$ cat src/rtl/serial_pattern_tx.sv
// Serial bit-pattern transmitter: loads a word and shifts its low len bits out MSB-first, one per clock.
// Define SERIAL_PATTERN_TX_REPEAT_EN to add the repeat_mode input (gapless restart of the captured pattern).
module serial_pattern_tx #(
  parameter int   WIDTH      = 8,
  parameter logic IDLE_LEVEL = 1'b1,
  localparam int  LW         = $clog2(WIDTH + 1)
) (
  input  logic             clk,
  input  logic             reset,
  input  logic             start,
  input  logic [WIDTH-1:0] data_in,
  input  logic [LW-1:0]    len,
`ifdef SERIAL_PATTERN_TX_REPEAT_EN
  input  logic             repeat_mode,
`endif
  output logic             serial_out,
  output logic             busy,
  output logic             done
);

  localparam logic [LW-1:0] WIDTH_L = LW'(WIDTH);
  localparam logic [LW-1:0] ONE_L   = LW'(1);

  typedef enum logic [1:0] {
    IDLE  = 2'b01,
    SHIFT = 2'b10
  } state_t;

  state_t           state_q, state_d;
  logic [WIDTH-1:0] shreg_q, shreg_d;
  logic [LW-1:0]    cnt_q, cnt_d;
  logic             out_q, out_d;
  logic             busy_q, busy_d;
  logic             done_q, done_d;
  logic [LW-1:0]    len_eff;
  logic [WIDTH-1:0] load_sel;
  logic [WIDTH-1:0] shift_sel;
`ifdef SERIAL_PATTERN_TX_REPEAT_EN
  logic [LW-1:0]    len_q, len_d;
  logic [WIDTH-1:0] rep_sel;
`endif

  always_comb begin
    state_d = state_q;
    shreg_d = shreg_q;
    cnt_d   = cnt_q;
    out_d   = out_q;
    busy_d  = busy_q;
    done_d  = 1'b0;
    len_eff = (len > WIDTH_L) ? WIDTH_L : len;
    // Bit selection by shifting keeps index widths independent of WIDTH.
    load_sel  = data_in >> (len_eff - ONE_L);
    shift_sel = shreg_q >> (cnt_q - ONE_L);
`ifdef SERIAL_PATTERN_TX_REPEAT_EN
    len_d   = len_q;
    rep_sel = shreg_q >> (len_q - ONE_L);
`endif

    case (state_q)
      IDLE: begin
        out_d  = IDLE_LEVEL;
        busy_d = 1'b0;
        if (start && (len != '0)) begin
          shreg_d = data_in;
          out_d   = load_sel[0];
          cnt_d   = len_eff - ONE_L;
          busy_d  = 1'b1;
          state_d = SHIFT;
`ifdef SERIAL_PATTERN_TX_REPEAT_EN
          len_d   = len_eff;
`endif
        end
      end
      SHIFT: begin
        if (cnt_q != '0) begin
          out_d = shift_sel[0];
          cnt_d = cnt_q - ONE_L;
        end else begin
          done_d = 1'b1;
`ifdef SERIAL_PATTERN_TX_REPEAT_EN
          if (repeat_mode) begin
            out_d = rep_sel[0];
            cnt_d = len_q - ONE_L;
          end else begin
            out_d   = IDLE_LEVEL;
            busy_d  = 1'b0;
            state_d = IDLE;
          end
`else
          out_d   = IDLE_LEVEL;
          busy_d  = 1'b0;
          state_d = IDLE;
`endif
        end
      end
      default: begin
        state_d = IDLE;
        out_d   = IDLE_LEVEL;
        busy_d  = 1'b0;
      end
    endcase
  end

  always_ff @(posedge clk or posedge reset) begin
    if (reset) begin
      state_q <= IDLE;
      shreg_q <= '0;
      cnt_q   <= '0;
      out_q   <= IDLE_LEVEL;
      busy_q  <= 1'b0;
      done_q  <= 1'b0;
`ifdef SERIAL_PATTERN_TX_REPEAT_EN
      len_q   <= '0;
`endif
    end else begin
      state_q <= state_d;
      shreg_q <= shreg_d;
      cnt_q   <= cnt_d;
      out_q   <= out_d;
      busy_q  <= busy_d;
      done_q  <= done_d;
`ifdef SERIAL_PATTERN_TX_REPEAT_EN
      len_q   <= len_d;
`endif
    end
  end

  assign serial_out = out_q;
  assign busy       = busy_q;
  assign done       = done_q;

endmodule
$ cat config.mk
export PLATFORM = sky130hd
export DESIGN_NAME = serial_pattern_tx
export DESIGN_NICKNAME = d
export VERILOG_FILES = /design/src/rtl/serial_pattern_tx.sv
export SDC_FILE = /design/constraint.sdc
export NUM_CORES = 1
export LEC_CHECK = 0
export CORE_ASPECT_RATIO = 0.75
export CORE_MARGIN = 2
export CORE_UTILIZATION = 37
export CTS_BUF_LIST = sky130_fd_sc_hd__clkbuf_4
export CTS_CLUSTER_DIAMETER = 200
export CTS_CLUSTER_SIZE = 14
export DETAILED_ROUTE_END_ITERATION = 12
export PLACE_DENSITY = 0.7
export SYNTH_ARGS = -nofsm -noshare
export SYNTH_HDL_FRONTEND = slang
export SYNTH_SLANG_ARGS = --single-unit
export TNS_END_PERCENT = 5
$ cat constraint.sdc
create_clock -name clk -period 4.5 [get_ports clk]
set_input_delay 1.35 -clock clk [delete_from_list [all_inputs] [get_ports clk]]
set_output_delay 1.35 -clock clk [all_outputs]
set_load 0.02 [all_outputs]
== After elaboration in Yosys (flattened, before gate mapping) ==
Index checks and enable logic that the tools add are counted.
Word-level totals
  register bits: 17
  input bits: 15
  output and inout port bits: 3
  word-level logic and storage cells: 38
Cells by class
  add/sub/neg operators: 2
  order comparisons: 1
  equality and inequality tests: 5
  shift-type cells: 2
  multiplexer cells: 15
  reductions and logical operators: 7
Operator list (count)
  $shr A8 B4 Y1: 2
  $mux W4: 3
  $pmux W4 S2: 1
  $reduce_bool A4 Y1: 2
  $sub A4 B1 Y4 const B: 2
  $mux W1: 6
  $ne A2 B2 Y1 const B: 3
  $gt A4 B4 Y1 const B: 1
  $mux W2: 2
  $pmux W1 S2: 2
  $pmux W2 S2: 1
  $reduce_and A2 Y1: 2
  $reduce_and A3 Y1: 1
  $eq A2 B1 Y1 const B: 1
  $eq A2 B2 Y1 const B: 1
  $reduce_bool A2 Y1: 1
  $logic_and A1 B1 Y1: 1

== Depth between registers and ports, before layout ==
Gate-level depths: netlist of run 1.
  word-level depth: 6
  gate-level depth with buffers: 6
  mapped depth without buffers: 6

== Worst setup path before layout of run 1 ==
No wires, ideal clock.
  kind: in2reg
  from: input len[0]
  to: register out_q (netlist: serial_out)
  library setup time: 0.085 ns
  arrival time: 2.652 ns
  data required time: 4.415 ns
  slack: 1.763 ns
  cell stages on the path: 6
  path buffers: 0
  path through: nor2b_4 > inv_1 > ha_1 > mux4_2 > nor3b_1 > o31ai_1
Between the ends
  longest elaborated chain between the ends: 6
  elaborated cells on any way between the ends: 8
  those cells by class: add/sub (1); order compare (1); shift (1); mux (3); reduce/logical (2)
RTL lines
  start, declared: line 12  | input logic [LW-1:0] len,
  $gt A4 B4 Y1: line 50  | len_eff = (len > WIDTH_L) ? WIDTH_L : len;
  $mux W4: line 50
  $sub A4 B1 Y4: line 52  | load_sel = data_in >> (len_eff - ONE_L);
  $shr A8 B4 Y1: line 52
  $mux W1 (*): line 63  | if (start && (len != '0)) begin
  $pmux W1 S2 (*): line 59  | case (state_q)
  named net out_d: line 32  | logic out_q, out_d;
  end signal, assigned: line 119  | out_q <= out_d;
  end, declared: line 32
Mark *: on every way through the listed nets, which the timed path passes. The rest lies on a longest branch.
A chain may end at the register's enable or synchronous reset.

== Worst setup path after layout of run 1 ==
Ends and elaborated chain as after synthesis.

==> results of run 1 <==
==> area by class of cell <==
type	count	area share, %
clock buffer	3	1.840
clock inverter	1	0.4090
inverter	8	2.454
multi-input combinational	57	42.74
sequential	17	34.97
tap	36	3.681
timing repair buffer	17	13.91
==> stage by stage <==
stage | util [%] | worst slack [ps] | hold WS, ps
after detailed placement | 46.32 | 1040 | 479.9
after floorplan | - | 1763 | 470.3
after CTS | 47.38 | 1366 | 506.7
after global routing | 47.38 | 1249 | 542.7
after global placement | 46.32 | 1115 | 466.2
final | 47.38 | 1368 | 502.4
==> kinds of logic (layout without fill, tap and decap cells) <==
| kind of cell | after synthesis | after routing | share of synthesized area (%) |
|---|---|---|---|
| compound gates | 17 | 17 | 12.94 |
| xor+xnor | 3 | 3 | 2.639 |
| fa+ha+maj | 4 | 4 | 5.025 |
| buf+inv | 10 | 29 | 4.522 |
| flops | 17 | 17 | 42.96 |
| mux | 14 | 14 | 20.73 |
| simple gates | 19 | 19 | 11.18 |
==> power by group <==
| group | total (mW) | internal [mW] | switching, mW | leakage (nW) |
|---|---|---|---|---|
| Sequential | 0.279 | 0.230 | 0.0490 | 0.203 |
| Clock | 0.0842 | 0.0331 | 0.0511 | 0.0177 |
| Combinational | 0.360 | 0.200 | 0.160 | 0.290 |
==> synthesized netlist by cell type, types with 2 or more instances <==
| cell | count |
|---|---|
| mux4_2 | 3 |
| nand2b_1 | 3 |
| a211o_1 | 2 |
| o21ai_0 | 6 |
| ha_1 | 4 |
| nor3_1 | 2 |
| o31ai_1 | 2 |
| mux2_2 | 10 |
| xnor2_1 | 3 |
| inv_1 | 8 |
| nor2_1 | 4 |
| dfrtp_1 | 15 |
| dfstp_2 | 2 |
| nand2_1 | 3 |
==> layout by cell type, fill, tap and decap left out, types with 2 or more instances in the layout <==
master	n
clkdlybuf4s50_1	17
o21ai_0	6
mux2_2	10
dfstp_2	2
dfrtp_1	15
nand2b_1	3
inv_1	8
mux4_2	3
o31ai_1	2
ha_1	4
clkbuf_4	3
nor2_1	4
a211o_1	2
nor3_1	2
nand2_1	3
xnor2_1	3
==> state kept, by name (all words and copies together) (netlist names) <==
signal      flops
shreg_q         8
busy            1
serial_out      1
state_q         2
cnt_q           4
done            1
==> tightest hold or removal path, cell delays in order (launching register included) <==
cell and delay (ps):
dfrtp_1 370, nand2_1 50, o21ai_0 60
==> layer usage <==
layer / part of all wire (%) / track usage, % / vias up / wire (um)
met1: 43 / 16.30 / 342 / 823
li1: - / - / 343 / -
met2: 50 / 23.61 / 18 / 954
met3: 4.9 / 4.619 / 6 / 94
met4: 2.4 / 4.710 / 0 / 47
met5: 0 / 0 / - / 0
==> worst paths after layout <==
| kind | end | slack [ps] |
|---|---|---|
| worst max-delay path | serial_out$_DFF_PP1_ | 1370 |
| worst min-delay path | busy$_DFFE_PP0P_ | 500 |
| worst max register to register | serial_out$_DFF_PP1_ | 2450 |
| worst min register to register | busy$_DFFE_PP0P_ | 500 |
| max in group asynchronous | shreg_q[0]$_DFFE_PP0P_ | 2650 |
| min in group asynchronous | cnt_q[0]$_DFFE_PP0P_ | 1420 |
==> results.tsv, run 1 <==
stage	metric	value	unit
global_route	Tot GR Track Use	13.84	%
route	routed via count	709	
yosys	post-synth net total	103	
final_layout	FF/Latch Area	427.9	um^2
yosys	YS warnings	0	
critical_path	Buf/Inv on CP	2	
final_layout	Area Growth Syn to Fin	22.86	%
yosys	Synth area leader	dfrtp_1	
outcome	status	finished, final reports clean	
critical_path	CP cell instances	clkdlybuf4s50_1 > nor2b_4 > inv_1 > ha_1 > mux4_2 > nor3b_1 > o31ai_1	
final_layout	Layout Cells excl Fill	139	
place	IO Port Bufs	17	
timing	Worst Tran Pin Value	649.5	ps
yosys	Avg Cell Area, Syn	11.86	um^2
worst_hold_path	hold path depth	2	
timing	final setup vio count	0	
critical_path	kind of cell adding the most delay to the critical path	buffers and inverters	
clock_tree	number of setup buffers added after CTS	0	
power	VDD IR max	0.2267	mV
place	Routability Congestion	0.7731	
clock_tree	CTS Root Cell	clkbuf_4	
clock_tree	Clock Path Buffers	2	
worst_hold_path	Hold Crit Start	busy$_DFFE_PP0P_	
final_layout	fill count	239	
clock_tree	Num Clock Sinks	17	
critical_path	required time of the critical path	4740	ps
final_layout	Antenna Cells	0	
timing	Tcrit/Tclk final	69.59	%
power	leakage power	0.5111	nW
critical_path	critical path depth	7	
power	Pwr Total	722.8	uW
critical_path	Crit Path Class	in2reg	
clock_tree	cts-stage hold buffer count	0	
die	Initial Util	38.57	%
power	Pwr Density	590.7	nW/um^2
clock_tree	Num CTS Buffers	3	
die	core footprint	2582	um^2
place	Post-DP HPWL	1578	um
timing	final hold vios	0	
route	vias per cell	5.101	
route	# DRC	0	
place	Post-Place Cell Area	1196	um^2
yosys	synthesized cell area	996.0	um^2
die	Die Span X	63.91	um
critical_path	reg2reg start	cnt_q[0]$_DFFE_PP0P_	
timing	Setup Skew	17.48	ps
die	DIE AREA	3127	um^2
yosys	main flop type after synthesis	dfrtp_1	
final_layout	nets	123	
timing	relative slew slack	56.65	%
route	DRT Wirelength	1920	um
die	num ports	18	
global_route	vias in the first global route	721	
critical_path	CP max stage delay	550	ps
route	TritonRoute pass-1 iters	5	
global_route	first-pass GRT wire length	3325	um
job	Max-cap violations	0	
yosys	leading post-synthesis cells by cell area	dfrtp_1 (38%), mux2_2 (11%), mux4_2 (6.8%), dfstp_2 (5.3%), ha_1 (5.0%)	
worst_hold_path	Min-Delay Path Class	reg2reg	
clock_tree	Clk pin slew, worst setup/hold paths	110	ps
critical_path	origin of the worst setup path	len[0]	
clock_tree	Clk Latency, worst-skew pair	300	ps
timing	fin crit period	3132	ps
place	placed instance count	135	
critical_path	Worst Path Max Fanout	4	
timing	Slew Limit Fails	0	
yosys	sequential fraction of the synthesis area	42.96	%
clock_tree	htree depth	1	
critical_path	R2R depth	6	
clock_tree	TritonCTS clock tree	built	
clock_tree	Gates resized, CTS repair	0	
yosys	Gate Count Post-Synth	84	
yosys	Unique masters post-synth	31	
critical_path	Worst Setup Start Kind	input port	
critical_path	Crit-path slowest cell	clkdlybuf4s50_1	
yosys	Post-synth EDFFs	0	
timing	RSZ-0062 raised after global routing	false	
route	Wirelength per Cell	13.81	um
yosys	Synth Register Bits	17	
yosys	area fraction of the dominant cell type after synthesis	37.69	%
route	1st-iter DRT viols	14	
final_layout	fraction of layout cells with a size suffix above 1	21.36	%
yosys	ys async rst share	100.0	%
timing	Max Clk Rate	319.3	MHz
timing	Setup TNS	0	ps
die	row count	16	
critical_path	WP data arrival	3370	ps
critical_path	CP endpoint kind	flop	
global_route	initial antenna violation count	0	
route	post-route antenna net violation count	0	
global_route	GRT overflow	0	
final_layout	area taken by multi-input logic gates	523.0	um^2
global_route	pin count of the biggest net entering global routing	18	
die	Die Y	48.93	um
final_layout	final instance area	1224	um^2
Note: power is estimated with default switching activity, not from simulation.
==> run 2: changes to the inputs <==
PLACE_DENSITY = 0.72   (was 0.7)
clock period = 2.7 ns   (was 4.5 ns; I/O delays follow)
==> run 2 against run 1 <==
  * Total power up 68%
  * Sequential share of layout area down 1.4 points
  * Cell count up 5.0%
  * Highest routed layer unchanged
  * Sequential power up 66%
  * Setup slack worse by 1200 ps
  * Die area unchanged
  * Routed wire length down 3.3%
  * Cell area up 4.3%
  * Critical path depth unchanged
==> results.tsv, run 2 (synthesized netlist as in run 1, its figures left out) <==
stage	metric	value	unit	change
clock_tree	Num Clock Sinks	17		unchanged
critical_path	origin of the worst setup path	len[0]		
final_layout	most frequent cells in the layout	clkdlybuf4s50_1 (17), dfrtp_1 (15), mux2_2 (10)		
route	Wirelength per Cell	12.72	um	-7.9%
final_layout	final instance area	1276	um^2	+4.3%
place	IO Port Bufs	17		unchanged
critical_path	Crit-path slowest cell	clkdlybuf4s50_1		
route	post-route antenna net violation count	0		unchanged
timing	fin crit period	2522	ps	
clock_tree	Clk pin slew, worst setup/hold paths	110	ps	about the same
route	vias per cell	4.925		-3.5%
timing	Slew Limit Fails	0		unchanged
final_layout	Antenna Cells	0		unchanged
route	DRT Wirelength	1857	um	-3.3%
critical_path	CP max stage delay	560	ps	about the same
critical_path	Crit Path Class	in2reg		
worst_hold_path	Min-Delay Path Class	reg2reg		
critical_path	WP data arrival	2760	ps	-610 ps
place	Post-Place Cell Area	1249	um^2	+4.4%
clock_tree	Num CTS Buffers	3		unchanged
clock_tree	cts-stage hold buffer count	0		unchanged
die	row count	16		unchanged
timing	final setup vio count	0		unchanged
worst_hold_path	Hold Crit Start	busy$_DFFE_PP0P_		
timing	Setup Skew	6.656	ps	-10.82 ps
final_layout	commonest non-fill, non-tap cell in the layout	clkdlybuf4s50_1		
clock_tree	Gates resized, CTS repair	0		unchanged
place	Post-DP HPWL	1534	um	-2.8%
final_layout	biggest regs	shreg_q: 8 flops, cnt_q: 4 flops, state_q: 2 flops		
clock_tree	CTS Root Cell	clkbuf_4		
global_route	pin count of the biggest net entering global routing	18		unchanged
timing	RSZ-0062 raised after global routing	false		
power	leakage power	0.5445	nW	+6.5%
timing	Max Clk Rate	396.5	MHz	
final_layout	FF/Latch Area	427.9	um^2	unchanged
global_route	GRT overflow	0		unchanged
route	1st-iter DRT viols	9		-5
power	Pwr Density	949.3	nW/um^2	+61%
final_layout	nets	130		+5.7%
power	VDD IR max	0.3652	mV	+61%
critical_path	Worst Setup Start Kind	input port		
final_layout	fraction of layout cells with a size suffix above 1	26.36	%	+5.0 points
die	DIE AREA	3127	um^2	unchanged
critical_path	reg2reg start	cnt_q[0]$_DFFE_PP0P_		
timing	relative slew slack	57.11	%	+0.46 points
die	num ports	18		unchanged
global_route	initial antenna violation count	0		unchanged
power	Pwr Total	1.212	mW	+68%
route	routed via count	719		+1.4%
critical_path	CP cell instances	clkdlybuf4s50_1 > nor2b_4 > inv_1 > ha_1 > mux4_2 > nor3b_1 > o31ai_1		
global_route	first-pass GRT wire length	3277	um	-1.4%
timing	final hold vios	0		unchanged
final_layout	fill count	242		+1.3%
clock_tree	Clock Path Buffers	2		unchanged
final_layout	number of flip-flops in the largest register	8		unchanged
route	TritonRoute pass-1 iters	4		-1
place	Routability Congestion	0.7691		-0.52%
critical_path	Worst Path Max Fanout	3		-1
route	# DRC	0		unchanged
clock_tree	htree depth	1		unchanged
global_route	Tot GR Track Use	13.93	%	+0.092 points
final_layout	Area Growth Syn to Fin	28.14	%	
outcome	status	finished, final reports clean		
die	core footprint	2582	um^2	unchanged
global_route	vias in the first global route	737		+2.2%
timing	Tcrit/Tclk final	93.42	%	
clock_tree	number of setup buffers added after CTS	0		unchanged
die	Die Y	48.93	um	unchanged
clock_tree	Clk Latency, worst-skew pair	300	ps	about the same
job	Max-cap violations	0		unchanged
timing	Worst Tran Pin Value	642.6	ps	-6.881 ps
die	Initial Util	38.57	%	unchanged
final_layout	most flop-heavy register	shreg_q		
clock_tree	TritonCTS clock tree	built		
critical_path	CP endpoint kind	flop		
final_layout	area taken by multi-input logic gates	523.0	um^2	unchanged
critical_path	required time of the critical path	2940	ps	-1800 ps
die	Die Span X	63.91	um	unchanged
[run 2: changes by cell type in the layout (fill, tap and decap cells not counted), sizes merged]
cell  change
buf       +7
[run 2: metal layers]
layer | wire length, um | part of all wire, % | track usage (%) | vias to the layer above
met5 | 0 | 0 | 0 | -
met4 | 8 | 0.43 | 4.348 | 0
met3 | 60 | 3.2 | 4.157 | 2
met2 | 884 | 48 | 23.61 | 13
met1 | 903 | 49 | 17.01 | 351
li1 | - | - | - | 353
[run 2: worst max-delay path, delay by kind of cell]
family	cells	cell delay, ps
and+or+nand+nor	2	410
adders and majority gates	1	310
muxes	1	500
AOI/OAI and AO/OA	1	90
buffers and inverters	2	630
[run 2: worst paths after layout]
path	to	slack, ps	cells after the start
max	serial_out$_DFF_PP1_	180	7
max in group asynchronous	busy$_DFFE_PP0P_	1410	2
max reg2reg	serial_out$_DFF_PP1_	610	6
min	busy$_DFFE_PP0P_	490	2
min in group asynchronous	shreg_q[7]$_DFFE_PP0P_	880	2
min reg2reg	busy$_DFFE_PP0P_	490	2
[run 2: power breakdown]
part | total, mW | switching (mW) | leakage [nW] | internal, mW
sequential | 0.463 | 0.0801 | 0.203 | 0.383
clock | 0.142 | 0.0872 | 0.0177 | 0.0552
combinational | 0.606 | 0.261 | 0.324 | 0.345
[run 2: stage by stage]
step	hold slack (ps)	utilization (%)	instances	worst slack [ps]	TNS, ps
2_1_floorplan	470.3	-	84	502.7	0
3_3_place_gp	472.9	48.35	142	-44.43	-44.43
5_1_grt	531.0	49.42	146	59.92	0
4_1_cts	500.3	49.42	146	173.1	0
6_report	494.3	49.42	146	177.6	0
3_5_place_dp	475.4	48.35	142	-155.2	-338.9
[run 2: final cells by class]
class                      count  area share (%)
clock buffer                   3           1.765
clock inverter                 1          0.3922
inverter                       8           2.353
multi-input combinational     57           40.98
sequential                    17           33.53
tap                           36           3.529
timing repair buffer          24           17.45
==> run 3: changes to the inputs <==
CAP_MARGIN = 25   (was unset)
CORE_UTILIZATION = 48   (was 37)
PLACE_DENSITY = 0.87   (was 0.72)
==> run 3 against run 2 <==
  * Via count up 1.5%
  * Fmax grew 3.1%
  * Hold slack worse by 6.7 ps
  * Total power grew 1.6%
  * Critical path depth unchanged
  * Clock skew shrank 5.3 ps
  * Clock power about the same
  * Global-route usage rose by 4.2 points
==> results.tsv, run 3 (synthesized netlist as in run 1, its figures left out) <==
stage	metric	value	unit	change
outcome	status	finished, final reports clean		
clock_tree	Num Clock Sinks	17		unchanged
place	placed instance count	130		-8.5%
power	leakage power	0.5452	nW	+0.12%
final_layout	most frequent cells in the layout	clkdlybuf4s50_1 (17), dfrtp_1 (15), mux2_2 (10)		
job	Max-cap violations	0		unchanged
power	switching portion of total power	34.86	%	-0.52 points
die	core footprint	1979	um^2	-23%
route	routed via count	730		+1.5%
route	DRT Wirelength	1910	um	+2.9%
final_layout	nets	130		unchanged
critical_path	Worst Path Max Fanout	5		+2
place	IO Port Bufs	17		unchanged
place	Post-Place Cell Area	1234	um^2	-1.2%
worst_hold_path	Min-Delay Path Class	reg2reg		
clock_tree	CTS Root Cell	clkbuf_4		
critical_path	required time of the critical path	2920	ps	-20 ps
route	TritonRoute pass-1 iters	4		unchanged
critical_path	WP data arrival	2670	ps	-90 ps
power	VDD IR max	0.7265	mV	+99%
route	vias per cell	5.448		+11%
critical_path	CP endpoint kind	flop		
final_layout	most flop-heavy register	shreg_q		
die	num ports	18		unchanged
final_layout	commonest non-fill, non-tap cell in the layout	clkdlybuf4s50_1		
route	post-route antenna net violation count	0		unchanged
global_route	GRT overflow	0		unchanged
power	combinational power share	50.5	%	+0.5 points
clock_tree	cts-stage hold buffer count	0		unchanged
global_route	initial antenna violation count	0		unchanged
die	DIE AREA	2459	um^2	-21%
critical_path	R2R Path End	serial_out$_DFF_PP1_		
die	Die Y	43.45	um	-11%
route	1st-iter DRT viols	20		+11
timing	Setup Skew	1.334	ps	-5.322 ps
power	sw power	429.0	uW	about the same
die	Die Span X	56.60	um	-11%
timing	final setup vio count	0		unchanged
worst_hold_path	Hold Crit Start	busy$_DFFE_PP0P_		
final_layout	number of flip-flops in the largest register	8		unchanged
clock_tree	htree depth	1		unchanged
clock_tree	Num CTS Buffers	3		unchanged
clock_tree	Clk Latency, worst-skew pair	290	ps	about the same
timing	relative slew slack	58.80	%	+1.7 points
final_layout	Layout Cells excl Fill	134		-8.2%
critical_path	FF-to-FF setup slack	660	ps	+50 ps
critical_path	R2R depth	6		unchanged
die	Initial Util	50.32	%	+12 points
timing	final hold vios	0		unchanged
final_layout	Antenna Cells	0		unchanged
clock_tree	TritonCTS clock tree	built		
final_layout	fraction of layout cells with a size suffix above 1	26.36	%	unchanged
global_route	pin count of the biggest net entering global routing	18		unchanged
final_layout	area taken by multi-input logic gates	523.0	um^2	unchanged
final_layout	final instance area	1264	um^2	-0.98%
power	clock power share	11.8	%	about the same
global_route	vias in the first global route	692		-6.1%
clock_tree	number of setup buffers added after CTS	0		unchanged
critical_path	reg2reg start	cnt_q[0]$_DFFE_PP0P_		
final_layout	fill count	162		-33%
timing	Worst Tran Pin Value	617.3	ps	-25.31 ps
critical_path	Worst Setup Start Kind	input port		
timing	Tcrit/Tclk final	90.65	%	-2.8 points
critical_path	Crit Path Class	in2reg		
power	Pwr Density	973.9	nW/um^2	+2.6%
route	Wirelength per Cell	14.25	um	+12%
place	Routability Congestion	0.9024		+17%
place	Post-DP HPWL	1577	um	+2.8%
global_route	Tot GR Track Use	18.16	%	+4.2 points
global_route	first-pass GRT wire length	3277	um	unchanged
timing	Max Clk Rate	408.6	MHz	+3.1%
clock_tree	Gates resized, CTS repair	0		unchanged
timing	Slew Limit Fails	0		unchanged
final_layout	biggest regs	shreg_q: 8 flops, cnt_q: 4 flops, state_q: 2 flops		
power	Int Pwr	801.8	uW	+2.4%
die	row count	14		-2
timing	Setup TNS	0	ps	unchanged
worst_hold_path	WHS Endpoint	busy$_DFFE_PP0P_		
clock_tree	Clk pin slew, worst setup/hold paths	90	ps	-20 ps
final_layout	Layout Utilization	63.84	%	+14 points
worst_hold_path	hold path depth	2		unchanged
timing	RSZ-0062 raised after global routing	false		
final_layout	Area Growth Syn to Fin	26.88	%	
timing	fin crit period	2447	ps	-74.92 ps
clock_tree	Clock Path Buffers	2		unchanged
power	sequential power share	37.7	%	-0.5 points
route	# DRC	0		unchanged
final_layout	FF/Latch Area	427.9	um^2	unchanged
run 3: changes by cell type in the layout (fill, tap and decap cells not counted):
| cell | delta |
|---|---|
| clkinv_2 | -1 |
| clkbuf_4 | +1 |
run 3: power by group through the flow:
stage	registers, mW	clock network, mW	logic, mW
final	0.464	0.145	0.622
after CTS	0.465	0.148	0.626
after floorplan	0.462	0	0.458
after detailed placement	0.470	0	0.620
after global placement	0.463	0	0.598
after global routing	0.481	0.163	0.693
run 3: layout make-up:
type	count	share of cell area [%]
inverter	8	2.376
clock buffer	4	2.376
sequential	17	33.86
timing repair buffer	24	17.62
tap	24	2.376
multi-input combinational	57	41.39
run 3: how the worst max path moves through the flow:
stage                                 to  slack, ps    from  cells after the start
floorplan           serial_out$_DFF_PP1_        500  len[0]                      6
global placement    serial_out$_DFF_PP1_        -20  len[3]                      7
detailed placement  serial_out$_DFF_PP1_        -50  len[3]                      7
CTS                 serial_out$_DFF_PP1_        250  len[3]                      7
global route        serial_out$_DFF_PP1_        100  len[3]                      7
finish              serial_out$_DFF_PP1_        250  len[3]                      7
run 3: critical path, cell delays in order:
cell and delay, ps:
clkdlybuf4s50_1 530, nor2b_4 160, inv_1 60, ha_1 310
mux4_2 490, nor3b_1 210, o31ai_1 90
run 3: layer usage:
layer	share of wire, %	vias up	track usage [%]	routed length, um
met2	49	29	29.77	940
li1	-	359	-	-
met4	0.52	0	2.857	10
met1	44	340	23.55	832
met5	0	-	0	0
met3	6.6	2	7.164	127
run 3: through the flow:
step	total power, mW	hold WS (ps)	setup WS, ps
floorplan	0.9196	470.3	502.7
detailed placement	1.090	473.8	-49.47
CTS	1.239	494.3	248.8
finish	1.231	487.6	252.5
global placement	1.061	464.0	-16.32
global route	1.337	514.1	100.0
